## src/rtl/ram_arb_pkg.sv

```systemverilog
// ram_arb_pkg: shared types and defaults for the line-RAM write arbiter.
// States, one-hot grant encodings and default bus widths live here so the
// arbiter, its interface and any bench agree on them.
package ram_arb_pkg;

  localparam int DEF_ADDR_WIDTH     = 12;
  localparam int DEF_DATA_WIDTH     = 8;
  localparam int DEF_CE_CYCLES      = 2;
  localparam int DEF_TIMEOUT_CYCLES = 255;

  // Strobe counter width; covers the legal CE window of 1..15 cycles.
  localparam int CE_CNT_W = 4;

  typedef enum logic [1:0] {
    IDLE  = 2'd0,
    GRANT = 2'd1,
    WRITE = 2'd2
  } arb_state_e;

  localparam logic [1:0] GNT_NONE = 2'b00;
  localparam logic [1:0] GNT_REQ0 = 2'b01;
  localparam logic [1:0] GNT_REQ1 = 2'b10;

  // Requester index (0/1) to its one-hot grant.
  function automatic logic [1:0] gnt_of(input logic idx);
    return idx ? GNT_REQ1 : GNT_REQ0;
  endfunction

endpackage

```

## src/rtl/ram_write_arbiter_if.sv

```systemverilog
// ram_write_arbiter_if: requester beat handshakes plus the RAM write port
// and status seen by the arbiter. slave = arbiter side, master = the
// requesters / RAM side that drives beats and observes the strobes.
interface ram_write_arbiter_if #(
  parameter int ADDR_WIDTH = 12,
  parameter int DATA_WIDTH = 8
);
  logic                  req0_valid;
  logic [ADDR_WIDTH-1:0] req0_addr;
  logic [DATA_WIDTH-1:0] req0_data;
  logic                  req0_last;
  logic                  req0_ready;

  logic                  req1_valid;
  logic [ADDR_WIDTH-1:0] req1_addr;
  logic [DATA_WIDTH-1:0] req1_data;
  logic                  req1_last;
  logic                  req1_ready;

  logic [DATA_WIDTH-1:0] ram_data_out;
  logic [ADDR_WIDTH-1:0] ram_address;
  logic                  ram_write_enable;
  logic                  ram_clk_enable;
  logic [1:0]            grant;
  logic                  busy;
  logic                  timeout_err;

  modport slave (
    input  req0_valid, req0_addr, req0_data, req0_last,
    input  req1_valid, req1_addr, req1_data, req1_last,
    output req0_ready, req1_ready,
    output ram_data_out, ram_address, ram_write_enable, ram_clk_enable,
    output grant, busy, timeout_err
  );

  modport master (
    output req0_valid, req0_addr, req0_data, req0_last,
    output req1_valid, req1_addr, req1_data, req1_last,
    input  req0_ready, req1_ready,
    input  ram_data_out, ram_address, ram_write_enable, ram_clk_enable,
    input  grant, busy, timeout_err
  );
endinterface

```

## src/rtl/ram_strobe_timer.sv

```systemverilog
// ram_strobe_timer: down-counter that opens the RAM clock-enable window.
// load presets the count; running is high while the count is non-zero and
// done flags the final cycle of the window so the caller can leave WRITE
// on the same edge the window closes.
module ram_strobe_timer
  import ram_arb_pkg::*;
#(
  parameter int CNT_W = CE_CNT_W
) (
  input  logic             clk_in,
  input  logic             reset,
  input  logic             load,
  input  logic [CNT_W-1:0] load_val,
  output logic             running,
  output logic             done
);

  logic [CNT_W-1:0] cnt;

  assign running = (cnt != '0);
  assign done    = (cnt == CNT_W'(1));

  // Preset on load, otherwise count the window down to zero.
  always_ff @(posedge clk_in or posedge reset) begin
    if (reset)        cnt <= '0;
    else if (load)    cnt <= load_val;
    else if (running) cnt <= cnt - CNT_W'(1);
  end

endmodule

```

## src/rtl/ram_write_arbiter.sv

```systemverilog
// ram_write_arbiter: shares the framebuffer line-RAM write port between the
// UART line loader (req0) and a secondary writer (req1). Round-robin grant,
// locked for a whole burst until a beat flagged last finishes its write.
// Each accepted beat is registered onto the RAM port and strobed for
// CE_CYCLES cycles, so one byte lands every CE_CYCLES+1 cycles.
// Optional mid-burst watchdog: define RAM_ARB_WATCHDOG_EN.
module ram_write_arbiter
  import ram_arb_pkg::*;
#(
  parameter int ADDR_WIDTH     = DEF_ADDR_WIDTH,
  parameter int DATA_WIDTH     = DEF_DATA_WIDTH,
  parameter int CE_CYCLES      = DEF_CE_CYCLES,
  parameter int TIMEOUT_CYCLES = DEF_TIMEOUT_CYCLES
) (
  input  logic               clk_in,
  input  logic               reset,
  ram_write_arbiter_if.slave bus
);

  if (CE_CYCLES < 1 || CE_CYCLES > 15) begin : g_bad_ce
    $error("ram_write_arbiter: CE_CYCLES must be 1..15");
  end
  if (TIMEOUT_CYCLES < 1 || TIMEOUT_CYCLES > 255) begin : g_bad_to
    $error("ram_write_arbiter: TIMEOUT_CYCLES must be 1..255");
  end

  arb_state_e            state, state_nxt;
  logic [1:0]            grant_q, grant_nxt;
  logic                  last_grant_q, last_grant_nxt;  // index of last owner
  logic [1:0]            req_valid;
  logic                  sel, owner_valid, accept;
  logic                  beat_last_q, we_q;
  logic [ADDR_WIDTH-1:0] addr_q, beat_addr;
  logic [DATA_WIDTH-1:0] data_q, beat_data;
  logic                  beat_last;
  logic                  tmr_running, tmr_done;
  logic                  wd_fire, wd_err;

  assign req_valid   = {bus.req1_valid, bus.req0_valid};
  assign sel         = grant_q[1];
  assign owner_valid = |(req_valid & grant_q);
  assign accept      = (state == GRANT) && owner_valid;

  assign beat_addr = sel ? bus.req1_addr : bus.req0_addr;
  assign beat_data = sel ? bus.req1_data : bus.req0_data;
  assign beat_last = sel ? bus.req1_last : bus.req0_last;

  // Ready depends only on registered state so it never loops back to valid.
  assign bus.req0_ready       = (state == GRANT) && grant_q[0];
  assign bus.req1_ready       = (state == GRANT) && grant_q[1];
  assign bus.ram_address      = addr_q;
  assign bus.ram_data_out     = data_q;
  assign bus.ram_write_enable = we_q;
  assign bus.ram_clk_enable   = tmr_running;
  assign bus.grant            = grant_q;
  assign bus.busy             = (state != IDLE);
  assign bus.timeout_err      = wd_err;

  ram_strobe_timer #(.CNT_W(CE_CNT_W)) u_strobe (
    .clk_in   (clk_in),
    .reset    (reset),
    .load     (accept),
    .load_val (CE_CNT_W'(CE_CYCLES)),
    .running  (tmr_running),
    .done     (tmr_done)
  );

`ifdef RAM_ARB_WATCHDOG_EN
  localparam logic [7:0] WD_LIMIT = 8'(TIMEOUT_CYCLES);
  logic [7:0] wd_cnt;

  // Fires on the cycle the owner has been silent for WD_LIMIT GRANT cycles.
  assign wd_fire = (state == GRANT) && !owner_valid && (wd_cnt + 8'd1 == WD_LIMIT);

  // Count silent GRANT cycles; any beat or leaving GRANT restarts the count.
  always_ff @(posedge clk_in or posedge reset) begin
    if (reset) begin
      wd_cnt <= '0;
      wd_err <= 1'b0;
    end else begin
      wd_err <= wd_fire;
      if (state != GRANT || accept || wd_fire) wd_cnt <= '0;
      else                                     wd_cnt <= wd_cnt + 8'd1;
    end
  end
`else
  // Without the watchdog a silent owner keeps the grant until its last beat.
  assign wd_fire = 1'b0;
  assign wd_err  = 1'b0;
`endif

  // State, owner and round-robin pointer registers.
  always_ff @(posedge clk_in or posedge reset) begin
    if (reset) begin
      state        <= IDLE;
      grant_q      <= GNT_NONE;
      last_grant_q <= 1'b1;  // req0 wins the first contention
    end else begin
      state        <= state_nxt;
      grant_q      <= grant_nxt;
      last_grant_q <= last_grant_nxt;
    end
  end

  // Arbitration and burst sequencing.
  always_comb begin
    state_nxt      = state;
    grant_nxt      = grant_q;
    last_grant_nxt = last_grant_q;
    case (state)
      IDLE: begin
        if (req_valid != 2'b00) begin
          state_nxt = GRANT;
          // Both asking: favour whoever did not own the port last.
          grant_nxt = (&req_valid) ? gnt_of(~last_grant_q) : req_valid;
        end
      end
      GRANT: begin
        if (accept) begin
          state_nxt = WRITE;
        end else if (wd_fire) begin
          state_nxt      = IDLE;
          grant_nxt      = GNT_NONE;
          last_grant_nxt = sel;
        end
      end
      WRITE: begin
        if (tmr_done) begin
          if (beat_last_q) begin
            state_nxt      = IDLE;
            grant_nxt      = GNT_NONE;
            last_grant_nxt = sel;
          end else begin
            state_nxt = GRANT;
          end
        end
      end
      default: begin
        state_nxt = IDLE;
        grant_nxt = GNT_NONE;
      end
    endcase
  end

  // RAM port: capture the accepted beat and hold the write strobe for the
  // CE window; address/data keep their value between writes.
  always_ff @(posedge clk_in or posedge reset) begin
    if (reset) begin
      addr_q      <= '0;
      data_q      <= '0;
      beat_last_q <= 1'b0;
      we_q        <= 1'b0;
    end else if (accept) begin
      addr_q      <= beat_addr;
      data_q      <= beat_data;
      beat_last_q <= beat_last;
      we_q        <= 1'b1;
    end else if (state == WRITE && tmr_done) begin
      we_q        <= 1'b0;
    end
  end

endmodule
```

## src/flat_wrapper.sv

```systemverilog
// flat-port wrapper written by rule: the top's interface ports become plain ports
module ram_write_arbiter_flat import ram_arb_pkg::*;
#(
  parameter int ADDR_WIDTH     = DEF_ADDR_WIDTH,
  parameter int DATA_WIDTH     = DEF_DATA_WIDTH,
  parameter int CE_CYCLES      = DEF_CE_CYCLES,
  parameter int TIMEOUT_CYCLES = DEF_TIMEOUT_CYCLES
)
  (clk_in, reset, bus_req0_valid, bus_req0_addr, bus_req0_data, bus_req0_last, bus_req1_valid, bus_req1_addr, bus_req1_data, bus_req1_last, bus_req0_ready, bus_req1_ready, bus_ram_data_out, bus_ram_address, bus_ram_write_enable, bus_ram_clk_enable, bus_grant, bus_busy, bus_timeout_err);
  ram_write_arbiter_if #(.ADDR_WIDTH(ADDR_WIDTH), .DATA_WIDTH(DATA_WIDTH)) bus_i ();
  input  logic clk_in;
  input  logic reset;
  input wire logic [$bits(bus_i.req0_valid)-1:0] bus_req0_valid;
  input wire logic [$bits(bus_i.req0_addr)-1:0] bus_req0_addr;
  input wire logic [$bits(bus_i.req0_data)-1:0] bus_req0_data;
  input wire logic [$bits(bus_i.req0_last)-1:0] bus_req0_last;
  input wire logic [$bits(bus_i.req1_valid)-1:0] bus_req1_valid;
  input wire logic [$bits(bus_i.req1_addr)-1:0] bus_req1_addr;
  input wire logic [$bits(bus_i.req1_data)-1:0] bus_req1_data;
  input wire logic [$bits(bus_i.req1_last)-1:0] bus_req1_last;
  output wire logic [$bits(bus_i.req0_ready)-1:0] bus_req0_ready;
  output wire logic [$bits(bus_i.req1_ready)-1:0] bus_req1_ready;
  output wire logic [$bits(bus_i.ram_data_out)-1:0] bus_ram_data_out;
  output wire logic [$bits(bus_i.ram_address)-1:0] bus_ram_address;
  output wire logic [$bits(bus_i.ram_write_enable)-1:0] bus_ram_write_enable;
  output wire logic [$bits(bus_i.ram_clk_enable)-1:0] bus_ram_clk_enable;
  output wire logic [$bits(bus_i.grant)-1:0] bus_grant;
  output wire logic [$bits(bus_i.busy)-1:0] bus_busy;
  output wire logic [$bits(bus_i.timeout_err)-1:0] bus_timeout_err;
  assign bus_i.req0_valid = bus_req0_valid;
  assign bus_i.req0_addr = bus_req0_addr;
  assign bus_i.req0_data = bus_req0_data;
  assign bus_i.req0_last = bus_req0_last;
  assign bus_i.req1_valid = bus_req1_valid;
  assign bus_i.req1_addr = bus_req1_addr;
  assign bus_i.req1_data = bus_req1_data;
  assign bus_i.req1_last = bus_req1_last;
  assign bus_req0_ready = bus_i.req0_ready;
  assign bus_req1_ready = bus_i.req1_ready;
  assign bus_ram_data_out = bus_i.ram_data_out;
  assign bus_ram_address = bus_i.ram_address;
  assign bus_ram_write_enable = bus_i.ram_write_enable;
  assign bus_ram_clk_enable = bus_i.ram_clk_enable;
  assign bus_grant = bus_i.grant;
  assign bus_busy = bus_i.busy;
  assign bus_timeout_err = bus_i.timeout_err;
  ram_write_arbiter #(.ADDR_WIDTH(ADDR_WIDTH), .DATA_WIDTH(DATA_WIDTH), .CE_CYCLES(CE_CYCLES), .TIMEOUT_CYCLES(TIMEOUT_CYCLES)) u_core (.clk_in(clk_in), .reset(reset), .bus(bus_i));
endmodule
```

## config.mk

```make
export PLATFORM = sky130hd
export DESIGN_NAME = ram_write_arbiter_flat
export DESIGN_NICKNAME = d
export VERILOG_FILES = /design/src/rtl/ram_arb_pkg.sv /design/src/rtl/ram_write_arbiter_if.sv /design/src/rtl/ram_strobe_timer.sv /design/src/rtl/ram_write_arbiter.sv /design/src/flat_wrapper.sv
export SDC_FILE = /design/constraint.sdc
export NUM_CORES = 1
export LEC_CHECK = 0
export BUFFER_PORTS_ARGS = -buffer_cell sky130_fd_sc_hd__buf_2
export CORE_UTILIZATION = 51
export DETAILED_ROUTE_END_ITERATION = 6
export GPL_TIMING_DRIVEN = 0
export PLACE_DENSITY = 0.85
export SLEW_MARGIN = 20
export SYNTH_ARGS = -nofsm -noshare
export SYNTH_HDL_FRONTEND = slang
export SYNTH_HIERARCHICAL = 1
export SYNTH_SLANG_ARGS = --single-unit
```

## constraint.sdc

```tcl
create_clock -name clk_in -period 3.5 [get_ports clk_in]
set_input_delay 0 -clock clk_in [delete_from_list [all_inputs] [get_ports clk_in]]
set_output_delay 0 -clock clk_in [all_outputs]
set_load 0.01 [all_outputs]
```

Word level (Yosys, flattened, before mapping)
Cells that the tools add are included.
W data, S select, Z words.

word-level totals
  output and inout bits = 28
  register bits after elaboration = 31

operators by class
  muxes and demuxes = 18
  bitwise operators = 2
  equality and inequality tests = 7
  add/subtract/negate cells = 1
  reductions and logical operators = 15

operators with widths
  cell                   number
  $mux W2                8
  $mux W12               1
  $pmux W2 S3            2
  $mux W4                2
  $mux W8                1
  $ne A2 B1 Y1 const B   4
  $reduce_bool A2 Y1     4
  $reduce_and A3 Y1      2
  $eq A4 B1 Y1 const B   1
  $logic_and A1 B1 Y1    4
  $mux W1                4
  $reduce_and A4 Y1      1
  $reduce_bool A4 Y1     1
  $sub A4 B1 Y4 const B  1
  $and A2 B2 Y2          1
  $eq A2 B1 Y1 const B   1
  $eq A2 B2 Y1 const B   1
  $logic_not A2 Y1       1
  $reduce_and A2 Y1      1
  $reduce_or A2 Y1       1
  $not A1 Y1             1

Depth between registers and ports, before layout
  depth in word-level cells = 5
  gate-level depth with buffers = 7
  mapped depth without buffers = 6

Cells and area by module
The synthesis kept the hierarchy.

by module, submodules not included
  module             cells each  area an instance (µm²)  instances  seq. area each (µm²)
  ram_write_arbiter  108         1440.1                  1          676.9
  ram_strobe_timer   27          265.3                   1          100.1

Worst setup path before layout
Ideal clock, no wire load.

  kind = register to register
  start point = register u_core.grant_q[1] (netlist: u_core/bus.grant[1])
  end point = register u_core.u_strobe.cnt[1]
  slack = 1.854 ns
  data arrival time = 1.525 ns
  stages on the path, launching flop included = 8
  data required time = 3.379 ns
  path buffers = 3
  period minus slack after synthesis = 1.646 ns
  cells stage by stage = dfrtp_1 > buf_4 > a22oi_4 > nor3_4 > buf_6 > clkbuf_1 > a21oi_1 > a22o_1

between the ends
  cells in the longest elaborated chain, start to end = 4
  elaborated cells between the ends (all ways) = 5

RTL lines
  element                                        line                      text
  start: declaration                             ram_write_arbiter.sv:28   logic [1:0] grant_q, grant_nxt;
  start signal: assignment                       ram_write_arbiter.sv:100  grant_q <= grant_nxt;
  $and A2 B2 Y2 (*)                              ram_write_arbiter.sv:41   assign owner_valid = |(req_valid & grant_q);
  $reduce_or A2 Y1 (*)                           ram_write_arbiter.sv:41
  $logic_and A1 B1 Y1 (*)                        ram_write_arbiter.sv:42   assign accept = (state == GRANT) && owner_valid;
  via u_core.accept                              ram_write_arbiter.sv:31   logic sel, owner_valid, accept;
  $mux W4 or $reduce_bool A2 Y1 (tied branches)  -
  end signal: assignment                         ram_strobe_timer.sv:26    else if (load) cnt <= load_val;
  end signal: assignment                         ram_strobe_timer.sv:27    else if (running) cnt <= cnt - CNT_W'(1);
  end: declaration                               ram_strobe_timer.sv:18    logic [CNT_W-1:0] cnt;

Mark *: on every way through the listed nets, which the timed path passes. The rest lies on a longest branch.
A chain may end at the register's enable or synchronous reset.

Final worst setup path
  start point = register u_core.state[1]
  end point = register u_core.u_strobe.cnt[1]

between the ends
  cells in the longest elaborated chain, start to end = 3
  elaborated cells between the ends (all ways) = 4

RTL lines
  element                                        line                     text
  start: declaration                             ram_write_arbiter.sv:27  arb_state_e state, state_nxt;
  start signal: assignment                       ram_write_arbiter.sv:99  state <= state_nxt;
  $eq A2 B1 Y1 (*)                               ram_write_arbiter.sv:42
  $logic_and A1 B1 Y1 (*)                        ram_write_arbiter.sv:42
  via u_core.accept                              ram_write_arbiter.sv:31
  $mux W4 or $reduce_bool A2 Y1 (tied branches)  -

Marked as above.

==> results.md <==
- Status: finished, final reports clean
- Setup crit start kind: register
- RSZ-0062 raised after global routing: false
- Clock Skew: 10.8 ps
- Top-Level Pins: 74
- NumNets Final: 269
- Total CTS buffers: 5
- Die width: 59.8 µm
- Peak Freq: 561 MHz
- Final period utilization: 50.9%
- Final setup violation count: 0
- Max Cap Viol: 0
- Filler instances: 256
- Post-synth EDFFs: 0
- DRT antenna net count: 0
- CTS root buf: clkbuf_4
- PortBufs: 72
- CTS Buffer Depth: 2
- Post-CTS Setup Bufs: 0
- Fin crit period: 1780 ps
- Routed WL: 3.21 mm
- Critical Path, Cell by Cell: buf_2, nor3_4, buf_6, clkbuf_1, a21oi_1, a22o_1
- Worst-Skew Late Latency: 330 ps
- GR peak layer: met2
- Initial Utilization: 55.0%
- Worst slew pin tran: 987 ps
- Met1 GRT Util: 21.4%
- Met3 usage: 3.90%
- Post-route DRC: 0
- Reg area: 777 µm²
- Critical path capture point type: register
- Post-synthesis instance total: 135
- Largest net degree at the start of global routing: 28
- GR Util met2: 32.1%
- First-pass GRT wire length: 4.73 mm
- Post-Syn Area: 1710 µm²
- PD cells: 825 nW/µm²
- CTS tree: done
- Hpwl dp: 2.49 mm
- Crit-path slowest cell: dfrtp_1
- Routability Congestion: 0.849
- Number of distinct library cells after synthesis: 34
- Number of global-route vias before repair: 1,103
- Diodes inserted: 0
- Yosys warning count: 6
- Area grow syn2layout: 29.9%
- Synth Flop Type: dfrtp_1
- Hold Crit Class: in2reg
- Pre-antenna DRT Iters: 4
- Full die area: 3580 µm²
- FF+latch count, synth: 31
- Normalized max-slew margin: 34.1%
- Iter 0 DRT Violations: 25
- Drt wl/cell: 12.1 µm
- Critical Path AT: 2000 ps
- DR vias: 1,287
- Synth top cells by count: 35 x mux2_2, 30 x dfrtp_1, 9 x inv_1, 8 x mux2_4
- Die Height: 59.8 µm
- WP data required: 3720 ps
- Core ar.: 3100 µm²
- Final hold violation count: 0
- Async S/R FF share, synth: 100%
- Worst path max stage delay: 360 ps
- GRT overflow: 0
- Share of Yosys cell area claimed by the top area cell type: 44.0%
- Non-Filler Instances: 265
- Crit path max fanout: 10
- Inst Count DP: 254
- Post-synthesis sequential area ratio: 45.6%
- Share of cells above drive strength 1: 61.1%
- Finished Core Util: 71.4%
- Syn_area_per_cell: 12.6 µm²
- Synth area leaders: dfrtp_1 44%, mux2_2 23%, mux2_4 7.0%, ha_1 2.2%, inv_1 2.0%
- Worst-path clk slew: 100 ps
- H-tree depth: 2
- Setup TNS: 0 ps
- Multi-input gate area: 846 µm²
- Yosys top cell by area: dfrtp_1
- Setup CP Type: reg2reg
- Vias/cell: 4.86
- FP Rows: 20
- Initial antenna violation count: 0
- VDD IR max: 0.000415 V
- CTS Sinks: 31
- Most numerous cell in the Yosys netlist: mux2_2
- Max-slew violation total from the final report: 0
- Total track usage: 18.3%
- Leak: 1.11 nW
[routing by layer]
layer	routed length [µm]	share of wire, %
met5	0	0
met4	12	0.37
met3	194	6.0
met2	1600	50
met1	1410	44
[timing repair]
item                                   CTS  global route
hold buffers                             3             0
endpoints found under the hold margin   32             0
gates resized for setup                  0             0
[worst max-delay path: cells and delay by family, from the launching register on]
family	cells	cell delay (ps)
AND/OR/NAND/NOR	1	360
buffers and inverters	3	670
flip-flops	1	360
AO/OA/AOI/OAI	2	280
[worst paths after layout]
kind | startpoint | cells past startpoint | to | slack, ps
worst max-delay path | u_core/state[1] | 6 | u_core/u_strobe/cnt[1] | 1720
worst min-delay path | bus_req0_addr[6] | 3 | u_core/bus.ram_address[6] | 30
worst max register to register | u_core/state[1] | 6 | u_core/u_strobe/cnt[1] | 1720
worst min register to register | u_core/bus.ram_write_enable | 1 | u_core/bus.ram_write_enable | 500
max in group asynchronous | reset | 3 | u_core/state[0] | 2450
min in group asynchronous | reset | 3 | u_core/u_strobe/cnt[3] | 100
[cell usage in the layout, fill, tap and decap left out]
master and n:
or2b_1 1, and2b_1 1, dfrtp_1 30, o21bai_1 1, nor3_4 1, a21o_1 2
dfstp_2 1, clkbuf_1 1, clkinv_2 3, mux2_4 8, nor3b_1 1, inv_1 9
nor2_1 1, a22oi_4 1, mux2_2 35, xnor2_1 3, clkbuf_4 5, nand2b_1 1
inv_2 1, nor3b_4 1, mux2i_1 1, ha_1 3, nor3_1 3, a21oi_1 2
nand3_1 5, o21ai_1 1, a311o_1 1, buf_2 75, a22o_1 1, o31ai_1 2
nand2_1 5, buf_4 2, a21boi_0 1, o22ai_1 2, conb_1 5, buf_6 2
dlygate4sd3_1 3
[power by group]
group	switching [mW]	internal (mW)	total (mW)	leakage [nW]
clock network	0.120	0.0746	0.195	0.0347
registers	0.106	0.541	0.647	0.366
logic	0.445	0.539	0.984	0.709
[registers in the layout, indices dropped and copies added, names as in the netlist]
signal / flops
u_core/u_strobe/cnt: 4
u_core/state: 2
u_core/last_grant_q: 1
u_core/beat_last_q: 1
u_core/bus.grant: 2
u_core/bus.ram_address: 12
u_core/bus.ram_write_enable: 1
u_core/bus.ram_data_out: 8
[layout make-up]
| cell class | instances | area share (%) |
|---|---|---|
| plain buffers | 8 | 2.54 |
| clock buffers | 5 | 1.69 |
| clock inverters | 3 | 0.678 |
| inverters | 10 | 1.69 |
| multi-input cells | 89 | 38.2 |
| flip-flops and latches | 31 | 35.1 |
| well taps | 44 | 2.49 |
| repair buffers | 75 | 17.6 |
[stage by stage]
step | instance area (µm²) | worst slack (ps) | power, mW | hold WS [ps]
2_1_floorplan | 1720 | 1850 | 1.36 | -234
3_3_place_gp | 2130 | 1720 | 1.62 | -104
3_5_place_dp | 2130 | 1700 | 1.65 | -98.4
4_1_cts | 2210 | 1690 | 1.85 | 8.41
5_1_grt | 2210 | 1560 | 1.96 | 8.67
6_report | 2210 | 1720 | 1.83 | 27.0
[cell families (layout without fill, tap and decap cells)]
group                      Yosys count  after routing  synth area share, %
DFF                                 31             31                 45.6
AOI/OAI and AO/OA                   14             14                 6.60
other                                2              5                0.440
adders and majority gates            3              3                 2.20
muxes                               44             44                 30.7
xor gates and xnor gates             3              3                 1.54
and+or+nand+nor                     20             20                 7.41
buffers and inverters               18            101                 5.50
Note: power is estimated with default switching activity, not from simulation.
